### src/rtl/uart_pkg.sv
// Shared UART definitions: bit-period helper, word framing tags and FSM state types.
// The transmit side uses the same framing tags.
package uart_pkg;

  localparam logic [1:0] HI_TAG = 2'b10;
  localparam logic [1:0] LO_TAG = 2'b00;

  typedef enum logic [1:0] {IDLE, START, DATA, STOP} byte_state_t;
  typedef enum logic {W_HI, W_LO} word_state_t;

  // Received byte viewed as a framing tag plus 6 sample bits
  typedef struct packed {
    logic [1:0] tag;
    logic [5:0] payload;
  } frame_byte_t;

  function automatic int unsigned clks_per_bit(input int unsigned clk_freq,
                                               input int unsigned baud);
    return clk_freq / baud;
  endfunction

endpackage

### src/rtl/uart_rx_byte.sv
// 8N1 byte receiver: two-flop synchroniser on the serial pin followed by the byte FSM.
// Emits a one-cycle byte strobe, or a frame error when the stop bit is sampled low.
module uart_rx_byte
  import uart_pkg::*;
#(
  parameter int unsigned CLKS_PER_BIT = 868
) (
  input  logic       clk,
  input  logic       rst_n,
  input  logic       i_rxd,
  output logic [7:0] o_byte,
  output logic       o_byte_valid,
  output logic       o_frame_err,
  output logic       o_busy_c
);

  localparam int unsigned CW = (CLKS_PER_BIT > 2) ? $clog2(CLKS_PER_BIT) : 1;
  localparam logic [CW-1:0] BIT_LAST  = CW'(CLKS_PER_BIT - 1);
  localparam logic [CW-1:0] HALF_LAST = CW'(CLKS_PER_BIT / 2 - 1);

  logic [1:0]    r_sync;
  logic          r_rxs_prev;
  byte_state_t   r_state, w_state_nxt;
  logic [CW-1:0] r_cnt, w_cnt_nxt;
  logic [2:0]    r_bit, w_bit_nxt;
  logic [7:0]    r_shift, w_shift_nxt;
  logic [7:0]    r_byte, w_byte_nxt;
  logic          r_byte_valid, w_byte_valid_nxt;
  logic          r_frame_err, w_frame_err_nxt;
  logic          w_rxs;

  assign w_rxs        = r_sync[1];
  assign o_byte       = r_byte;
  assign o_byte_valid = r_byte_valid;
  assign o_frame_err  = r_frame_err;
  assign o_busy_c     = (r_state != IDLE);

  always_ff @(posedge clk or negedge rst_n) begin
    if (!rst_n) begin
      r_sync       <= 2'b11;
      r_rxs_prev   <= 1'b1;
      r_state      <= IDLE;
      r_cnt        <= '0;
      r_bit        <= '0;
      r_shift      <= '0;
      r_byte       <= '0;
      r_byte_valid <= 1'b0;
      r_frame_err  <= 1'b0;
    end else begin
      r_sync       <= {r_sync[0], i_rxd};
      r_rxs_prev   <= w_rxs;
      r_state      <= w_state_nxt;
      r_cnt        <= w_cnt_nxt;
      r_bit        <= w_bit_nxt;
      r_shift      <= w_shift_nxt;
      r_byte       <= w_byte_nxt;
      r_byte_valid <= w_byte_valid_nxt;
      r_frame_err  <= w_frame_err_nxt;
    end
  end

  // Sampling points: start bit at its middle, then every full bit period from there
  always_comb begin
    w_state_nxt      = r_state;
    w_cnt_nxt        = r_cnt;
    w_bit_nxt        = r_bit;
    w_shift_nxt      = r_shift;
    w_byte_nxt       = r_byte;
    w_byte_valid_nxt = 1'b0;
    w_frame_err_nxt  = 1'b0;
    case (r_state)
      IDLE: begin
        if (r_rxs_prev && !w_rxs) begin
          w_state_nxt = START;
          w_cnt_nxt   = '0;
          w_bit_nxt   = '0;
        end
      end
      START: begin
        if (r_cnt == HALF_LAST) begin
          w_cnt_nxt   = '0;
          w_state_nxt = w_rxs ? IDLE : DATA;
        end else begin
          w_cnt_nxt = r_cnt + CW'(1);
        end
      end
      DATA: begin
        if (r_cnt == BIT_LAST) begin
          w_cnt_nxt   = '0;
          w_shift_nxt = {w_rxs, r_shift[7:1]};
          w_bit_nxt   = r_bit + 3'd1;
          if (r_bit == 3'd7) w_state_nxt = STOP;
        end else begin
          w_cnt_nxt = r_cnt + CW'(1);
        end
      end
      STOP: begin
        if (r_cnt == BIT_LAST) begin
          w_cnt_nxt   = '0;
          w_state_nxt = IDLE;
          if (w_rxs) begin
            w_byte_valid_nxt = 1'b1;
            w_byte_nxt       = r_shift;
          end else begin
            w_frame_err_nxt = 1'b1;
          end
        end else begin
          w_cnt_nxt = r_cnt + CW'(1);
        end
      end
      default: w_state_nxt = IDLE;
    endcase
  end

endmodule

### src/rtl/uart_rx_word.sv
// Radiometer sample receiver: reassembles 12-bit samples from tagged high/low UART bytes,
// flagging sequence violations and inter-byte timeouts.
module uart_rx_word
  import uart_pkg::*;
#(
  parameter int unsigned CLK_FREQ     = 100_000_000,
  parameter int unsigned BAUD         = 115200,
  parameter int unsigned TIMEOUT_BITS = 32
) (
  input  logic        clk,
  input  logic        reset,
  input  logic        uart_rxd,
  output logic [11:0] data,
  output logic        valid,
  output logic        frame_err,
  output logic        sync_err,
  output logic        busy
);

  localparam int unsigned CPB      = clks_per_bit(CLK_FREQ, BAUD);
  localparam int unsigned TO_LIMIT = TIMEOUT_BITS * CPB;
  localparam int unsigned TW       = $clog2(TO_LIMIT + 1);
  localparam logic [TW-1:0] TO_MAX = TW'(TO_LIMIT);

  frame_byte_t   w_rx;
  logic          w_byte_valid;
  logic          w_frame_err;
  logic          w_byte_busy_c;

  word_state_t   r_word, w_word_nxt;
  logic [5:0]    r_hi, w_hi_nxt;
  logic [11:0]   r_data, w_data_nxt;
  logic          r_valid, w_valid_nxt;
  logic          r_sync_err, w_sync_err_nxt;
  logic [TW-1:0] r_to, w_to_nxt;
  logic          r_busy, w_busy_nxt;

  uart_rx_byte #(
    .CLKS_PER_BIT(CPB)
  ) u_rx_byte (
    .clk         (clk),
    .rst_n       (reset),
    .i_rxd       (uart_rxd),
    .o_byte      (w_rx),
    .o_byte_valid(w_byte_valid),
    .o_frame_err (w_frame_err),
    .o_busy_c    (w_byte_busy_c)
  );

  assign data      = r_data;
  assign valid     = r_valid;
  assign frame_err = w_frame_err;
  assign sync_err  = r_sync_err;
  assign busy      = r_busy;

  always_ff @(posedge clk or negedge reset) begin
    if (!reset) begin
      r_word     <= W_HI;
      r_hi       <= '0;
      r_data     <= '0;
      r_valid    <= 1'b0;
      r_sync_err <= 1'b0;
      r_to       <= '0;
      r_busy     <= 1'b0;
    end else begin
      r_word     <= w_word_nxt;
      r_hi       <= w_hi_nxt;
      r_data     <= w_data_nxt;
      r_valid    <= w_valid_nxt;
      r_sync_err <= w_sync_err_nxt;
      r_to       <= w_to_nxt;
      r_busy     <= w_busy_nxt;
    end
  end

  // Word assembly; a frame error inside a word silently abandons it
  always_comb begin
    w_word_nxt     = r_word;
    w_hi_nxt       = r_hi;
    w_data_nxt     = r_data;
    w_valid_nxt    = 1'b0;
    w_sync_err_nxt = 1'b0;
    w_to_nxt       = r_to;
    case (r_word)
      W_HI: begin
        w_to_nxt = '0;
        if (w_byte_valid) begin
          if (w_rx.tag == HI_TAG) begin
            w_hi_nxt   = w_rx.payload;
            w_word_nxt = W_LO;
          end else begin
            w_sync_err_nxt = 1'b1;
          end
        end
      end
      W_LO: begin
        if (w_frame_err) begin
          w_word_nxt = W_HI;
          w_to_nxt   = '0;
        end else if (w_byte_valid) begin
          w_to_nxt = '0;
          if (w_rx.tag == HI_TAG) begin
            w_sync_err_nxt = 1'b1;
            w_hi_nxt       = w_rx.payload;
          end else if (w_rx.tag == LO_TAG) begin
            w_data_nxt  = {r_hi, w_rx.payload};
            w_valid_nxt = 1'b1;
            w_word_nxt  = W_HI;
          end else begin
            w_sync_err_nxt = 1'b1;
            w_word_nxt     = W_HI;
          end
        end else if (r_to == TO_MAX) begin
          w_sync_err_nxt = 1'b1;
          w_word_nxt     = W_HI;
          w_to_nxt       = '0;
        end else begin
          w_to_nxt = r_to + TW'(1);
        end
      end
      default: w_word_nxt = W_HI;
    endcase
    w_busy_nxt = w_byte_busy_c || (w_word_nxt == W_LO);
  end

endmodule

### config.mk
export PLATFORM = sky130hd
export DESIGN_NAME = uart_rx_word
export DESIGN_NICKNAME = d
export VERILOG_FILES = /design/src/rtl/uart_pkg.sv /design/src/rtl/uart_rx_byte.sv /design/src/rtl/uart_rx_word.sv
export SDC_FILE = /design/constraint.sdc
export NUM_CORES = 1
export LEC_CHECK = 0
export ABC_AREA = 1
export CORE_UTILIZATION = 55
export DETAILED_ROUTE_END_ITERATION = 7
export GPL_TIMING_DRIVEN = 0
export PLACE_DENSITY = 0.73
export SLEW_MARGIN = 20
export SYNTH_ARGS = -nofsm -noshare
export SYNTH_HDL_FRONTEND = slang
export SYNTH_HIERARCHICAL = 1
export SYNTH_SLANG_ARGS = --single-unit
export TNS_END_PERCENT = 10
### constraint.sdc
create_clock -name clk -period 3.7 [get_ports clk]
set_clock_uncertainty 0.15 [all_clocks]
set_input_delay 0.925 -clock clk [delete_from_list [all_inputs] [get_ports clk]]
set_output_delay 0.925 -clock clk [all_outputs]
set_load 0.02 [all_outputs]
# Word level (Yosys, flattened, before mapping)
# Index checks and enable logic that the tools add are counted.
[op_classes]
add_sub_neg = 3
reduce_logical = 13
n_mux = 47
bitwise = 3
n_eq_ne = 14
[ops]
columns = ["cell", "count"]
rows = [
  ["two-way mux 15 bit", 3],
  ["two-way mux 10 bit", 3],
  ["one-hot mux 10 bit (3 select lines)", 1],
  ["one-hot mux 15 bit (2 select lines)", 1],
  ["two-way mux 1 bit", 23],
  ["two-way mux 6 bit", 3],
  ["adder 15 x 1 -> 15 bit, second input constant", 1],
  ["equality test 15 bit, second input constant", 1],
  ["two-way mux 2 bit", 6],
  ["one-hot mux 6 bit (2 select lines)", 1],
  ["adder 10 x 1 -> 10 bit, second input constant", 1],
  ["equality test 10 bit, second input constant", 1],
  ["equality test 10 x 9 -> 1 bit, second input constant", 1],
  ["!= test 2 x 1 -> 1 bit, second input constant", 5],
  ["AND reduction 5 bit", 2],
  ["one-hot mux 2 bit (4 select lines)", 1],
  ["equality test 2 bit, second input constant", 3],
  ["two-way mux 3 bit", 2],
  ["one-hot mux 3 bit (2 select lines)", 1],
  ["AND reduction 3 bit", 2],
  ["logical NOT 2 bit", 2],
  ["one-hot mux 1 bit (2 select lines)", 2],
  ["nonzero test 2 bit", 2],
  ["adder 3 x 1 -> 3 bit, second input constant", 1],
  ["9 further kinds", 11],
]
[totals]
word_cells = 96
input_bits = 3
out_inout_bits = 16
ff_bits = 73

# Longest topological paths before layout
[logic_depth]
depth_word = 6
ltp_mapped = 9

# Modules after synthesis
# The synthesis kept the hierarchy.
[modules_own_cells]
columns = ["mod", "cells_each", "area_each_um2", "instances"]
rows = [
  ["uart_rx_byte", 217, 1820.5, 1],
  ["uart_rx_word", 214, 1735.4, 1],
]

# Least setup slack after synthesis
# No wires, ideal clock.
[synth_timing]
path_type = "flip-flop to flip-flop"
from = "reg u_rx_byte.r_cnt[0]"
to = "reg u_rx_byte.r_byte[5], in the netlist u_rx_byte/o_byte[5]"
required_ns = 3.431
synth_period_minus_slack_ns = 1.530
path_slack_ns = 2.170
arrival_time_ns = 1.261
n_path_buf = 1
path_stages_with_launch = 10
cell_sequence = "dfrtp_1 > ha_1 > nand2_1 > inv_1 > nand2_2 > nor2_4 > nand3_4 > buf_6 > nor2_2 > a21oi_2"
[synth_via]
elab_chain_cells = 2
[synth_lines]
columns = ["item", "line", "text"]
rows = [
  ["start, declared", "uart_rx_byte.sv:24", "logic [CW-1:0] r_cnt, w_cnt_nxt;"],
  ["start signal, assigned", "uart_rx_byte.sv:53", "r_cnt <= w_cnt_nxt;"],
  ["equality test 10 bit", "uart_rx_byte.sv:98", "if (r_cnt == BIT_LAST) begin"],
  ["AND reduction 3 bit (no line)", "n/a", ""],
  ["end signal, assigned", "uart_rx_byte.sv:56", "r_byte <= w_byte_nxt;"],
  ["end, declared", "uart_rx_byte.sv:27", "logic [7:0] r_byte, w_byte_nxt;"],
]
# No other way between the ends.
# A chain may end at the register's enable or synchronous reset.

# Worst setup path in the final report
[layout_timing]
from = "reg u_rx_byte.r_frame_err, in the netlist u_rx_byte/o_frame_err"
to = "out frame_err"
[layout_rtl]
columns = ["item", "line", "text"]
rows = [
  ["start, declared", "uart_rx_byte.sv:29", "logic r_frame_err, w_frame_err_nxt;"],
  ["start signal, assigned", "uart_rx_byte.sv:58", "r_frame_err <= w_frame_err_nxt;"],
  ["end, declared", "uart_rx_word.sv:15", "output logic frame_err,"],
]
# No word-level cell between the ends.

==> metrics.txt <==
post-synthesis sequential area ratio 51.5%; slowest cell on the critical path clkdlybuf4s50_1; diodes inserted 0; placed cell count 525; Slew HR 72.3%; nets@finish 470; worst setup path class reg2out; clk_lat worst skew 0.34 ns; part of the power in combinational logic 18.0%; Power Dens Cells 434 mW/mm2; Max FO, Critical Path 3; internal power around 1.2 mW; post-synthesis mux area share 0%; P_leak 1.92 nW; DRT Wirelength 6350 um; hold crit path type reg2reg; DP HPWL about 4500 um; Port Buffers 18; CP top delay family buffers and inverters; die outline width 82.4 um; most common cell in the synthesized netlist nand2_1; slew of the pin with the lowest slew margin 0.415 ns; TritonCTS Sinks 73; XOR/XNOR Fraction of Synth Area 1.72%; share of cells above drive strength 1 a little over an eighth; Setup violations, final 0; Final Cell Area 0.00402 mm2; switching share of power 31.1%; Setup crit start u_rx_byte/o_frame_err; Total Die Area between 0.006 and 0.007 mm2; via/cell ratio ~4.9; Mapped Avg Cell Area approximately 8.3 um2; Post-Synth Adder-Cell Area 2.11%; Async SR Flop Fraction 100%; GRT Overall Usage 21.6%; clk slew on worst S/H paths 0.07 ns; FF+latch count, synth 73; complex-gate fraction of the synthesized area 8.37%; P_sw 0.543 mW; I/O pin total 19; Synth Flop Type dfrtp_1; largest net degree at the start of global routing 45; syn nets 440; H-tree Lvls 3; cell taking the most area after synthesis dfrtp_1; Worst Path Arrival 1.37 ns; Max Cap Violations 0; Starting Density between 50% and 60%; most common library cells after synthesis nand2_1 (121), dfrtp_1 (70), nor2_1 (62); area post-placement 0.00385 mm2; maximum clock frequency approximately 410 MHz; Residual DRC 0; hold_sp u_rx_byte/r_sync[0]; post-synthesis simple-gate area fraction approximately 28%; CP Cell Sequence clkdlybuf4s50_1; clock root cell clkbuf_8; First-pass DRT Iterations 4; Setup TNS Final 0 ns; WL/cell 11.8 um; CTS Buf Count 9; VDD IR max 0.435 mV; power share of the clock group 31.1%; Starting DRT DRC Count 187; CP peak stage delay between 0.6 and 0.7 ns; crit path buf inv count 1; yosys warns 6; Clock Tree Buf Depth 2; r2r startpoint r_to[0]; row count 28; Post-CTS Hold Fix Bufs 0; Post-Layout Cell Count 540; Post-synth EDFFs 0; unrepaired setup endpoints after global routing no; Die Height 82.4 um; crit path launch type register; synthesized cell area between 0.003 and 0.004 mm2; vias in the first global route around 2600; via count between 2000 and 3000; Hold Fails Final Rpt 0; initial antenna violation count 0; post-synthesis instance total 431; Slew Viols, Final 0; leading post-synthesis cells by cell area dfrtp_1 (49%), nand2_1 (13%), nor2_1 (6.5%), inv_1 (6.0%), o21ai_0 (3.0%); total gr overflow 0; Sequential Power Share approximately half; Final ANT Viol Nets 0; Synth cell types 34; Final min period about 2.4 ns; Post-CTS Repair Setup Buffers 0; outcome complete, no violations; largest family of logic cells by synthesized area simple AND/OR/NAND/NOR gates; Final period util between 60 and 70%; CTS tree yes; floorplan core area slightly above 0.006 mm2; # resized after CTS 0; crit end category primary output; RD Place Congestion 0.890; Required @ worst endpoint 2.62 ns; share of the synthesized area in the top cell type 49.3%; first-pass GRT wire length between 10000 and 15000 um; Area growth syn-to-layout 12.9%
[area by class of cell]
| type | instances | area (um2) |
|---|---|---|
| Inverter | 61 | 231 |
| Clock inverter | 5 | 31.3 |
| Sequential cell | 73 | 1830 |
| Timing Repair Buffer | 19 | 198 |
| Multi-Input combinational cell | 291 | 1450 |
| Clock buffer | 10 | 138 |
| Tap cell | 75 | 93.8 |
| Buffer | 6 | 48.8 |
| Fill cell | 498 | 2040 |
[placed cells by master (no fill, tap or decap), types with 4 or more instances in the layout]
master,Yosys,routed
a21oi_2,8,8
clkbuf_8,0,10
clkdlybuf4s50_1,0,17
dfrtp_1,70,70
ha_1,6,6
inv_1,57,57
nand2_1,121,121
nand2_2,5,5
nand3_1,19,19
nand4_1,4,4
nor2_1,62,62
nor2_2,4,4
nor3_1,5,5
o21ai_0,21,21
o21ai_2,8,8
xor2_1,5,5
[metrics by stage]
step	hold WS [ns]	setup slack, ns	power [mW]	util, %
final	0.209	1.26	1.74	66.3
after global routing	0.210	1.20	1.86	66.3
after CTS	0.210	1.24	1.77	66.3
after detailed placement	0.199	1.61	1.22	63.5
after global placement	0.196	-0.920	1.20	63.2
after floorplan	0.195	2.17	1.13	-
[layer usage]
| metal | vias to the layer above | GRT usage, % | part of all wire (%) |
|---|---|---|---|
| li1 | 1398 | - | - |
| met1 | 1235 | 28.1 | 50 |
| met2 | 31 | 35.5 | 46 |
| met3 | 8 | 3.30 | 2.1 |
| met4 | 0 | 10.2 | 1.3 |
| met5 | - | 0 | 0 |
[flip-flops by register name, summed over array words and instances, names as in the netlist, named ones only]
name                    count
u_rx_byte/r_bit             3
u_rx_byte/o_frame_err       1
data                       12
busy                        1
r_to                       15
u_rx_byte/r_state           1
u_rx_byte/r_shift           8
valid                       1
u_rx_byte/r_sync            2
u_rx_byte/r_rxs_prev        1
r_hi                        6
u_rx_byte/r_cnt            10
u_rx_byte/o_byte_valid      1
u_rx_byte/o_byte            8
sync_err                    1
r_word                      1
[power groups by stage]
| stage | clock [mW] | sequential (mW) | combinational (mW) |
|---|---|---|---|
| after floorplan | 0 | 0.896 | 0.230 |
| after global placement | 0 | 0.899 | 0.299 |
| after detailed placement | 0 | 0.901 | 0.314 |
| after CTS | 0.563 | 0.888 | 0.315 |
| after global routing | 0.595 | 0.893 | 0.373 |
| final | 0.542 | 0.889 | 0.314 |
[cell families (layout without fill, tap and decap cells)]
logic type               after synthesis  count (layout)
AO/OA/AOI/OAI                         46              46
XOR/XNOR                               7               7
adder cells (fa/ha/maj)                6               6
buffers and inverters                 67             101
flip-flops                            73              73
AND/OR/NAND/NOR                      232             232
[worst paths after layout]
kind                                         to  slack [ns]  cells after the start
setup reg to reg                           busy        1.90                      7
setup / recovery                      frame_err        1.26                      1
max in group asynchronous  u_rx_byte/r_rxs_prev        2.42                      2
hold reg to reg             u_rx_byte/r_sync[1]        0.21                      0
hold / removal              u_rx_byte/r_sync[1]        0.21                      0
min in group asynchronous              r_to[12]        0.35                      1
Power figures use the tool's default switching activity.
